==> config.mk <==
export PLATFORM = sky130hd
export DESIGN_NAME = omnivision_spi_rx
export DESIGN_NICKNAME = d
export VERILOG_FILES = /design/src/rtl/omnivision_spi_rx.sv
export SDC_FILE = /design/constraint.sdc
export NUM_CORES = 1
export LEC_CHECK = 0
export BUFFER_PORTS_ARGS = -buffer_cell sky130_fd_sc_hd__buf_4
export CAP_MARGIN = 25
export CORE_ASPECT_RATIO = 1.25
export CORE_UTILIZATION = 40
export DETAILED_ROUTE_END_ITERATION = 16
export GPL_TIMING_DRIVEN = 0
export PLACE_DENSITY = 0.57
export SYNTH_ARGS = -nofsm -noshare
export SYNTH_HDL_FRONTEND = slang
export SYNTH_SLANG_ARGS = --single-unit
==> constraint.sdc <==
create_clock -name i_clk -period 13.5 [get_ports i_clk]
set_input_delay 1.35 -clock i_clk [delete_from_list [all_inputs] [get_ports i_clk]]
set_output_delay 1.35 -clock i_clk [all_outputs]
set_load 0.005 [all_outputs]
==> src/rtl/omnivision_spi_rx.sv <==
`timescale 1ns/1ps
// Two-lane Omnivision serial link receiver: synchronizes sclk/sdat, assembles bytes,
// locks to the FF FF 00 header and re-creates a framed 8-bit pixel stream.
module omnivision_spi_rx #(
    parameter int unsigned IDLE_CYCLES = 16,
    parameter logic [7:0]  MODE_RAW8   = 8'h2A
) (
    input  logic        i_clk,
    input  logic        i_reset,
    input  logic        i_enable,
    input  logic        i_sclk,
    input  logic [1:0]  i_sdat,
    output logic [7:0]  o_data,
    output logic        o_dv,
    output logic        o_fv,
    output logic        o_lv,
    output logic [15:0] o_num_rows,
    output logic [15:0] o_num_cols,
    output logic        o_hdr_valid,
    output logic        o_frame_done,
    output logic        o_error
);
    localparam int unsigned IdleW = $clog2(IDLE_CYCLES + 1);

    typedef enum logic [2:0] {StHunt, StSync1, StSync2, StHdr, StData} state_e;

    logic             r_sclk_s1, r_sclk_s2, r_sclk_prev;
    logic [1:0]       r_sdat_s1, r_sdat_s2;
    logic [1:0]       r_pos;
    logic [IdleW-1:0] r_idle;
    logic [5:0]       r_shift;
    logic [7:0]       r_byte;
    logic             r_byte_stb;
    logic             w_edge, w_timeout;
    logic [1:0]       w_pos_eff;

    assign w_edge    = r_sclk_s2 & ~r_sclk_prev;
    assign w_timeout = (r_idle == IdleW'(IDLE_CYCLES));
    // A coincident edge wins over the timeout but lands at pair position 0.
    assign w_pos_eff = w_timeout ? 2'd0 : r_pos;

    always_ff @(posedge i_clk or posedge i_reset) begin
        if (i_reset) begin
            r_sclk_s1   <= 1'b0;
            r_sclk_s2   <= 1'b0;
            r_sclk_prev <= 1'b0;
            r_sdat_s1   <= 2'd0;
            r_sdat_s2   <= 2'd0;
            r_pos       <= 2'd0;
            r_idle      <= '0;
            r_shift     <= 6'd0;
            r_byte      <= 8'd0;
            r_byte_stb  <= 1'b0;
        end else begin
            r_sclk_s1   <= i_sclk;
            r_sclk_s2   <= r_sclk_s1;
            r_sclk_prev <= r_sclk_s2;
            r_sdat_s1   <= i_sdat;
            r_sdat_s2   <= r_sdat_s1;
            r_byte_stb  <= 1'b0;
            if (!i_enable) begin
                r_pos  <= 2'd0;
                r_idle <= '0;
            end else if (w_edge) begin
                r_idle <= '0;
                r_pos  <= w_pos_eff + 2'd1;
                case (w_pos_eff)
                    2'd0:    r_shift[1:0] <= r_sdat_s2;
                    2'd1:    r_shift[3:2] <= r_sdat_s2;
                    2'd2:    r_shift[5:4] <= r_sdat_s2;
                    default: begin
                        r_byte     <= {r_sdat_s2, r_shift};
                        r_byte_stb <= 1'b1;
                    end
                endcase
            end else if (w_timeout) begin
                r_pos <= 2'd0;
            end else begin
                r_idle <= r_idle + IdleW'(1);
            end
        end
    end

    state_e      r_state, w_state_d;
    logic [2:0]  r_hdr_cnt, w_hdr_cnt_d;
    logic [7:0]  r_mode, w_mode_d;
    logic [15:0] r_rows_sh, w_rows_sh_d;
    logic [7:0]  r_cols_hi, w_cols_hi_d;
    logic [15:0] r_num_rows, w_num_rows_d, r_num_cols, w_num_cols_d;
    logic [15:0] r_row, w_row_d, r_col, w_col_d;
    logic [7:0]  r_data, w_data_d;
    logic        r_dv, w_dv_d, r_fv, w_fv_d, r_lv, w_lv_d;
    logic        r_hdr_valid, w_hdr_valid_d, r_frame_done, w_frame_done_d, r_error, w_error_d;
    logic        r_eol, w_eol_d, r_eof, w_eof_d;
    logic [15:0] w_cols_new;
    logic        w_hdr_bad;

    assign w_cols_new = {r_cols_hi, r_byte};
    assign w_hdr_bad  = (r_mode != MODE_RAW8) || (r_rows_sh == 16'd0) || (w_cols_new == 16'd0);

    always_comb begin
        w_state_d      = r_state;
        w_hdr_cnt_d    = r_hdr_cnt;
        w_mode_d       = r_mode;
        w_rows_sh_d    = r_rows_sh;
        w_cols_hi_d    = r_cols_hi;
        w_num_rows_d   = r_num_rows;
        w_num_cols_d   = r_num_cols;
        w_row_d        = r_row;
        w_col_d        = r_col;
        w_data_d       = r_data;
        w_dv_d         = 1'b0;
        w_fv_d         = r_fv;
        w_lv_d         = r_lv;
        w_hdr_valid_d  = 1'b0;
        w_frame_done_d = 1'b0;
        w_error_d      = 1'b0;
        w_eol_d        = 1'b0;
        w_eof_d        = 1'b0;
        // lv (and fv at frame end) drop one cycle after the row's last dv.
        if (r_eol) begin
            w_lv_d = 1'b0;
            if (r_eof) w_fv_d = 1'b0;
        end
        if (!i_enable) begin
            w_state_d = StHunt;
            w_fv_d    = 1'b0;
            w_lv_d    = 1'b0;
        end else if (r_byte_stb) begin
            case (r_state)
                StHunt: if (r_byte == 8'hFF) w_state_d = StSync1;
                StSync1: w_state_d = (r_byte == 8'hFF) ? StSync2 : StHunt;
                StSync2: begin
                    if (r_byte == 8'h00) begin
                        w_state_d   = StHdr;
                        w_hdr_cnt_d = 3'd0;
                    end else if (r_byte != 8'hFF) begin
                        w_state_d = StHunt;
                    end
                end
                StHdr: begin
                    w_hdr_cnt_d = r_hdr_cnt + 3'd1;
                    case (r_hdr_cnt)
                        3'd0: w_mode_d          = r_byte;
                        3'd1: w_rows_sh_d[15:8] = r_byte;
                        3'd2: w_rows_sh_d[7:0]  = r_byte;
                        3'd3: w_cols_hi_d       = r_byte;
                        default: begin
                            if (w_hdr_bad) begin
                                w_error_d = 1'b1;
                                w_state_d = StHunt;
                            end else begin
                                w_num_rows_d  = r_rows_sh;
                                w_num_cols_d  = w_cols_new;
                                w_hdr_valid_d = 1'b1;
                                w_fv_d        = 1'b1;
                                w_row_d       = 16'd0;
                                w_col_d       = 16'd0;
                                w_state_d     = StData;
                            end
                        end
                    endcase
                end
                StData: begin
                    w_data_d = r_byte;
                    w_dv_d   = 1'b1;
                    w_lv_d   = 1'b1;
                    if (r_col == r_num_cols - 16'd1) begin
                        w_col_d = 16'd0;
                        w_eol_d = 1'b1;
                        if (r_row == r_num_rows - 16'd1) begin
                            w_frame_done_d = 1'b1;
                            w_eof_d        = 1'b1;
                            w_state_d      = StHunt;
                        end else begin
                            w_row_d = r_row + 16'd1;
                        end
                    end else begin
                        w_col_d = r_col + 16'd1;
                    end
                end
                default: w_state_d = StHunt;
            endcase
        end
    end

    always_ff @(posedge i_clk or posedge i_reset) begin
        if (i_reset) begin
            r_state      <= StHunt;
            r_hdr_cnt    <= 3'd0;
            r_mode       <= 8'd0;
            r_rows_sh    <= 16'd0;
            r_cols_hi    <= 8'd0;
            r_num_rows   <= 16'd0;
            r_num_cols   <= 16'd0;
            r_row        <= 16'd0;
            r_col        <= 16'd0;
            r_data       <= 8'd0;
            r_dv         <= 1'b0;
            r_fv         <= 1'b0;
            r_lv         <= 1'b0;
            r_hdr_valid  <= 1'b0;
            r_frame_done <= 1'b0;
            r_error      <= 1'b0;
            r_eol        <= 1'b0;
            r_eof        <= 1'b0;
        end else begin
            r_state      <= w_state_d;
            r_hdr_cnt    <= w_hdr_cnt_d;
            r_mode       <= w_mode_d;
            r_rows_sh    <= w_rows_sh_d;
            r_cols_hi    <= w_cols_hi_d;
            r_num_rows   <= w_num_rows_d;
            r_num_cols   <= w_num_cols_d;
            r_row        <= w_row_d;
            r_col        <= w_col_d;
            r_data       <= w_data_d;
            r_dv         <= w_dv_d;
            r_fv         <= w_fv_d;
            r_lv         <= w_lv_d;
            r_hdr_valid  <= w_hdr_valid_d;
            r_frame_done <= w_frame_done_d;
            r_error      <= w_error_d;
            r_eol        <= w_eol_d;
            r_eof        <= w_eof_d;
        end
    end

    assign o_data       = r_data;
    assign o_dv         = r_dv;
    assign o_fv         = r_fv;
    assign o_lv         = r_lv;
    assign o_num_rows   = r_num_rows;
    assign o_num_cols   = r_num_cols;
    assign o_hdr_valid  = r_hdr_valid;
    assign o_frame_done = r_frame_done;
    assign o_error      = r_error;
endmodule

==> Word level (Yosys, flattened, before mapping) <==
Index checks and enable logic that the tools add are counted.
{ "word_totals": {"output_inout_bits": 46, "ff_bits": 146, "in_bits": 6, "word_cells": 157} }
{ "classes": {"reduce_logical": 26, "addsub": 7, "n_mux": 62, "eq_ne": 27, "bitwise": 5} }
{ "ops": {"columns": ["op", "count"], "rows": [
  ["16-bit 2-to-1 mux", 5],
  ["16-bit one-hot mux with 2 select lines", 2],
  ["1-bit 2-to-1 mux", 36],
  ["16-bit by 1-bit adder with 16-bit output (second input constant)", 2],
  ["16-bit equality test", 2],
  ["16-bit logical NOT", 2],
  ["16-bit by 1-bit subtractor with 16-bit output (second input constant)", 2],
  ["3-bit 2-to-1 mux", 10],
  ["4-bit AND reduction", 5],
  ["5-bit 2-to-1 mux", 3],
  ["3-bit inequality test (second input constant)", 5],
  ["3-bit one-hot mux with 5 select lines", 1],
  ["3-bit AND reduction", 5],
  ["3-bit by 2-bit equality test with 1-bit output (second input constant)", 4],
  ["2-bit inequality test (second input constant)", 5],
  ["5-bit AND reduction", 2],
  ["8-bit equality test (second input constant)", 1],
  ["8-bit logical NOT", 1],
  ["2-bit 2-to-1 mux", 4],
  ["8-bit by 6-bit inequality test with 1-bit output (second input constant)", 1],
  ["8-bit inequality test (second input constant)", 1],
  ["7-bit AND reduction", 1],
  ["3-bit by 1-bit equality test with 1-bit output (second input constant)", 2],
  ["3-bit logical NOT", 2],
  ["other kinds (18)", 23]
]} }

==> Longest topological paths before layout <==
{ "depth": {"depth_word": 8, "mapped_depth": 13, "mapped_depth_nobuf": 11} }

==> Worst setup path before layout <==
Ideal clock, no wire load.
{ "synth_timing": {"path_type": "input port to flip-flop", "start": "in i_enable", "end": "reg r_num_cols[11], in the netlist o_num_cols[11]", "arrival_time_ns": 3.417, "setup_ns": 0.125, "t_required_ns": 13.375, "path_slack_ns": 9.958, "path_stages": 6, "n_path_buf": 1, "path_cell_list": "nand2_1 > nor2_1 > nand3_1 > nor4_1 > clkbuf_1 > mux2_2"} }
{ "synth_via": {"elab_chain_len": 1} }
{ "synth_lines": {"columns": ["element", "line_no", "rtl"], "rows": [
  ["start: declaration", "10", "input logic i_enable,"],
  ["5-bit AND reduction (no source line)", null, null],
  ["end signal: assignment", "214", "r_num_cols <= w_num_cols_d;"],
  ["end: declaration", "89", "logic [15:0] r_num_rows, w_num_rows_d, r_num_cols, w_num_cols_d;"]
]} }
No other way between the ends.
A chain may end at the register's enable or synchronous reset.

==> Worst setup path after layout <==
{ "layout_timing": {"start": "reg r_num_cols[0], in the netlist o_num_cols[0]", "end": "reg r_row[11]"} }
{ "layout_via": {"elab_chain_len": 4} }
{ "layout_lines": {"columns": ["element", "line_no", "rtl"], "rows": [
  ["16-bit by 1-bit subtractor with 16-bit output", "168", "if (r_col == r_num_cols - 16'd1) begin"],
  ["16-bit equality test", "168", null],
  ["2-bit inequality test (no source line)", null, null],
  ["7-bit AND reduction (no source line)", null, null],
  ["end signal: assignment", "215", "r_row <= w_row_d;"],
  ["end: declaration", "90", "logic [15:0] r_row, w_row_d, r_col, w_col_d;"]
]} }
No other way between the ends.

==> out/metrics.cfg <==
[placed_design]
routability_congestion_estimate = 0.905
dp_hpwl_um = 13100
port_buffers = 51

[yosys]
syn_area_um2 = 7490
synth_sequential_area_ratio_pct = 48.8
netlist.top_cell.by_area = sky130_fd_sc_hd__dfrtp_1
yosysWarningCount = 0
mappedNetlistNets = 716
post_synth_main_area_contributors = sky130_fd_sc_hd__dfrtp_1 (49%), sky130_fd_sc_hd__mux2_2 (12%), sky130_fd_sc_hd__xnor2_1 (3.2%)
synthDominantCellAreaShare_pct = 48.8
synth_cell_types = 60
post_synthesis_mean_instance_area_um2 = 10.8
number_of_enable_type_register_cells_in_the_synthesized_netlist = 0
synth-async-reset-ratio_pct = 100
synthCells = 695
synth-seq-cells = 146
yosys_most_used_dff = sky130_fd_sc_hd__dfrtp_1

[worst_hold_path]
hold_depth = 0
timing.hold.worst.start = r_sclk_s1$_DFF_PP0_
worstHoldEndpoint = r_sclk_s2$_DFF_PP0_
worst_hold_path_type = register to register

[worst_setup_path]
critPathLaunchType = register
crit_cells = 12
critPathMaxFanout = 10
crit-reg2reg-launch = o_num_cols[0]$_DFFE_PP0P_
critical-path-max-stage-delay_ns = 0.52
timing_worst_setup_path_type = register to register
critical_path.endpoint_type = register
worst_r2r_path_depth = 12
critical-path-top-delay-family = simple AND/OR/NAND/NOR gates
worstPathRequired_ns = 13.81
critPathBufInv = 3
regToRegSetupSlack_ns = 9.46
cp_slowest_cell = sky130_fd_sc_hd__nor4b_1
critical_path.cell_chain = inv_1 -> ha_1 -> clkbuf_1 -> nor4b_1 -> nand4_1 -> xnor2_1 -> and3_1 -> or4b_4 -> o21ai_4 -> buf_2 -> nand3_1 -> o41ai_1
critPathArrivalTime_ns = 4.35
reg2reg_to = r_row[11]$_DFFE_PP0P_

[power]
total_leakage_power_uw = 0.00412
combPwrFrac_pct = 2.4
peakVddDrop_mv = 0.0773
power_per_cell_area_nw_per_um2 = 111
cellInternalPower_uw = 779
p_sw_share_pct = 20.8
sequentialPowerShare_pct = 45.6
power.switching_uw = 204
clock_power_share_pct = 52.0

[clock_tree]
clockBufferDepth = 2
numClockSinks = 146
cts_hold_buf = 0
cts_max_level = 4
clock-root-buffer = sky130_fd_sc_hd__clkbuf_16
cts_tree = built
clk_transition_reported_paths_ns = 0.06
clkLatencyLatePin_ns = 0.42
cts_setup_buffers = 0
cts_buffers = 17
cts_resized = 0

[detailed_routing]
antenna_violating_nets_post_route = 0
number_of_vias_in_the_routed_layout = 5704
post_detailed_routing_wire_length_um = 18400
avgViaCountPerCell = 5.65
wl_per_cell_um = 18.2
drt_pass1_iterations = 8
post-route-drc-count = 0
detail_route.iter0.violations = 492

[final_layout]
antenna_cells = 0
synthToLayoutAreaGrowth_pct = 18.2
num-nets-final = 790
layout.core_utilization_pct = 48.6
layout-drive-gt1-share_pct = 23.2

[floorplan]
fp.dieW_um = 124
die-area_um2 = 19300
design.core.area_um2 = 18200
placementRows = 55
num_io_pins = 52
start_util_pct = 41.1
fp.dieH_um = 155

[timing]
setup_violations = 0
finalWorstPathRequiredPeriod_ns = 4.04
maxClockFrequency_ghz = 0.247
slew_headroom_pct = 49.4
clock-skew-final_ns = 0.00659
rsz0062_at_grt = no
worst_slew_pin_slew_ns = 0.760
timing.final.hold_violations = 0
tns_ns = 0
maxSlewViolCount = 0
fin_crit_sh_pct = 29.9

[run]
drv.max_cap_violation_count = 0

[grt]
pin_count_of_the_biggest_net_entering_global_routing = 79
gr-total-overflow = 0
grt_antenna_before_repair = 0
grt_first_pass_wirelength_um = 29800
first_global_vias = 5502
grt.total_usage_pct = 19.6

[outcome]
result_of_the_run = completed

[cells by family after synthesis]
logic type               after synthesis  share of synthesized area, %
flip-flops                           146                          48.8
AO/OA/AOI/OAI                        100                          8.78
multiplexers                          83                          12.4
adder cells (fa/ha/maj)               15                          2.51
AND/OR/NAND/NOR                      246                          18.1
buffers and inverters                 51                          2.89
XOR/XNOR                              54                          6.51
[metal layers]
metal,global-route usage [%],routed length (µm),up-vias
met5,0,0,-
met4,8.89,523,0
met3,2.99,624,41
met2,32.9,9080,168
met1,25.0,8170,2827
li1,-,-,2668
[power groups by stage]
stage	logic [µW]	registers [µW]	clock network (µW)
finish	23.8	449	511
floorplan	16.7	455	0
CTS	24.6	449	524
global placement	22.0	456	0
global route	27.0	449	540
detailed placement	24.3	457	0
[placed cells by master (no fill, tap or decap), types with 15 or more instances in the layout]
master,netlist,final
sky130_fd_sc_hd__nor2_1,37,37
sky130_fd_sc_hd__ha_1,15,15
sky130_fd_sc_hd__nor3_1,20,20
sky130_fd_sc_hd__inv_1,22,21
sky130_fd_sc_hd__xor2_1,26,26
sky130_fd_sc_hd__nand3_1,28,28
sky130_fd_sc_hd__xnor2_1,27,27
sky130_fd_sc_hd__nand2_1,48,48
sky130_fd_sc_hd__clkbuf_1,24,25
sky130_fd_sc_hd__o21ai_0,39,39
sky130_fd_sc_hd__a21oi_1,18,18
sky130_fd_sc_hd__dfrtp_1,146,146
sky130_fd_sc_hd__clkbuf_16,0,17
sky130_fd_sc_hd__buf_4,0,52
sky130_fd_sc_hd__mux2_2,80,80
[worst register-to-register path: cells and delay by family (launching register included)]
family,cells,cell delay [ns]
AOI/OAI and AO/OA,2,0.62
xor gates and xnor gates,1,0.18
adders and majority gates,1,0.17
buffers and inverters,3,0.77
DFF,1,0.46
and+or+nand+nor,5,1.73
[cell usage after synthesis (all sizes together), types with 18 or more instances]
cell    count
dfrtp     146
mux2       80
nand2      48
o21ai      40
nor2       37
nand3      28
xnor2      27
xor2       26
clkbuf     24
inv        22
nor3       20
a21oi      18
[area by class of cell]
type	instances	area, µm²
Fill cell	1661	9380
Sequential cell	146	3650
Multi-Input combinational cell	498	3630
Timing Repair Buffer	55	430
Clock buffer	18	429
Tap cell	228	285
Clock inverter	13	210
Buffer	29	134
Inverter	22	87.6
[stage by stage]
step	hold slack [ns]	total power (µW)	std cells	area, µm²	worst slack, ns
2_1_floorplan	0.331	471	695	7490	8.23
3_3_place_gp	0.333	478	974	8160	6.68
3_5_place_dp	0.336	481	977	8210	9.51
4_1_cts	0.349	997	1008	8850	9.48
5_1_grt	0.362	1020	1009	8860	9.15
6_report	0.348	984	1009	8860	9.46
[flip-flops by register name (all words and copies together) (netlist names), 6 cells and up]
name        flops
o_data          8
r_rows_sh      16
r_cols_hi       8
r_mode          8
o_num_rows     16
r_byte          8
r_shift         6
r_col          16
r_row          16
o_num_cols     16
[worst max-delay path by stage]
stage                               from                          to  slack (ns)
6_report       o_num_cols[0]$_DFFE_PP0P_       r_row[11]$_DFFE_PP0P_        9.46
5_1_grt        o_num_cols[0]$_DFFE_PP0P_       r_row[11]$_DFFE_PP0P_        9.15
4_1_cts        o_num_cols[0]$_DFFE_PP0P_       r_row[11]$_DFFE_PP0P_        9.48
3_5_place_dp   o_num_cols[0]$_DFFE_PP0P_       r_row[11]$_DFFE_PP0P_        9.51
3_3_place_gp                     i_reset  o_num_rows[10]$_DFFE_PP0P_        6.68
2_1_floorplan                    i_reset       o_data[0]$_DFFE_PP0P_        8.23
Power figures use the tool's default switching activity.
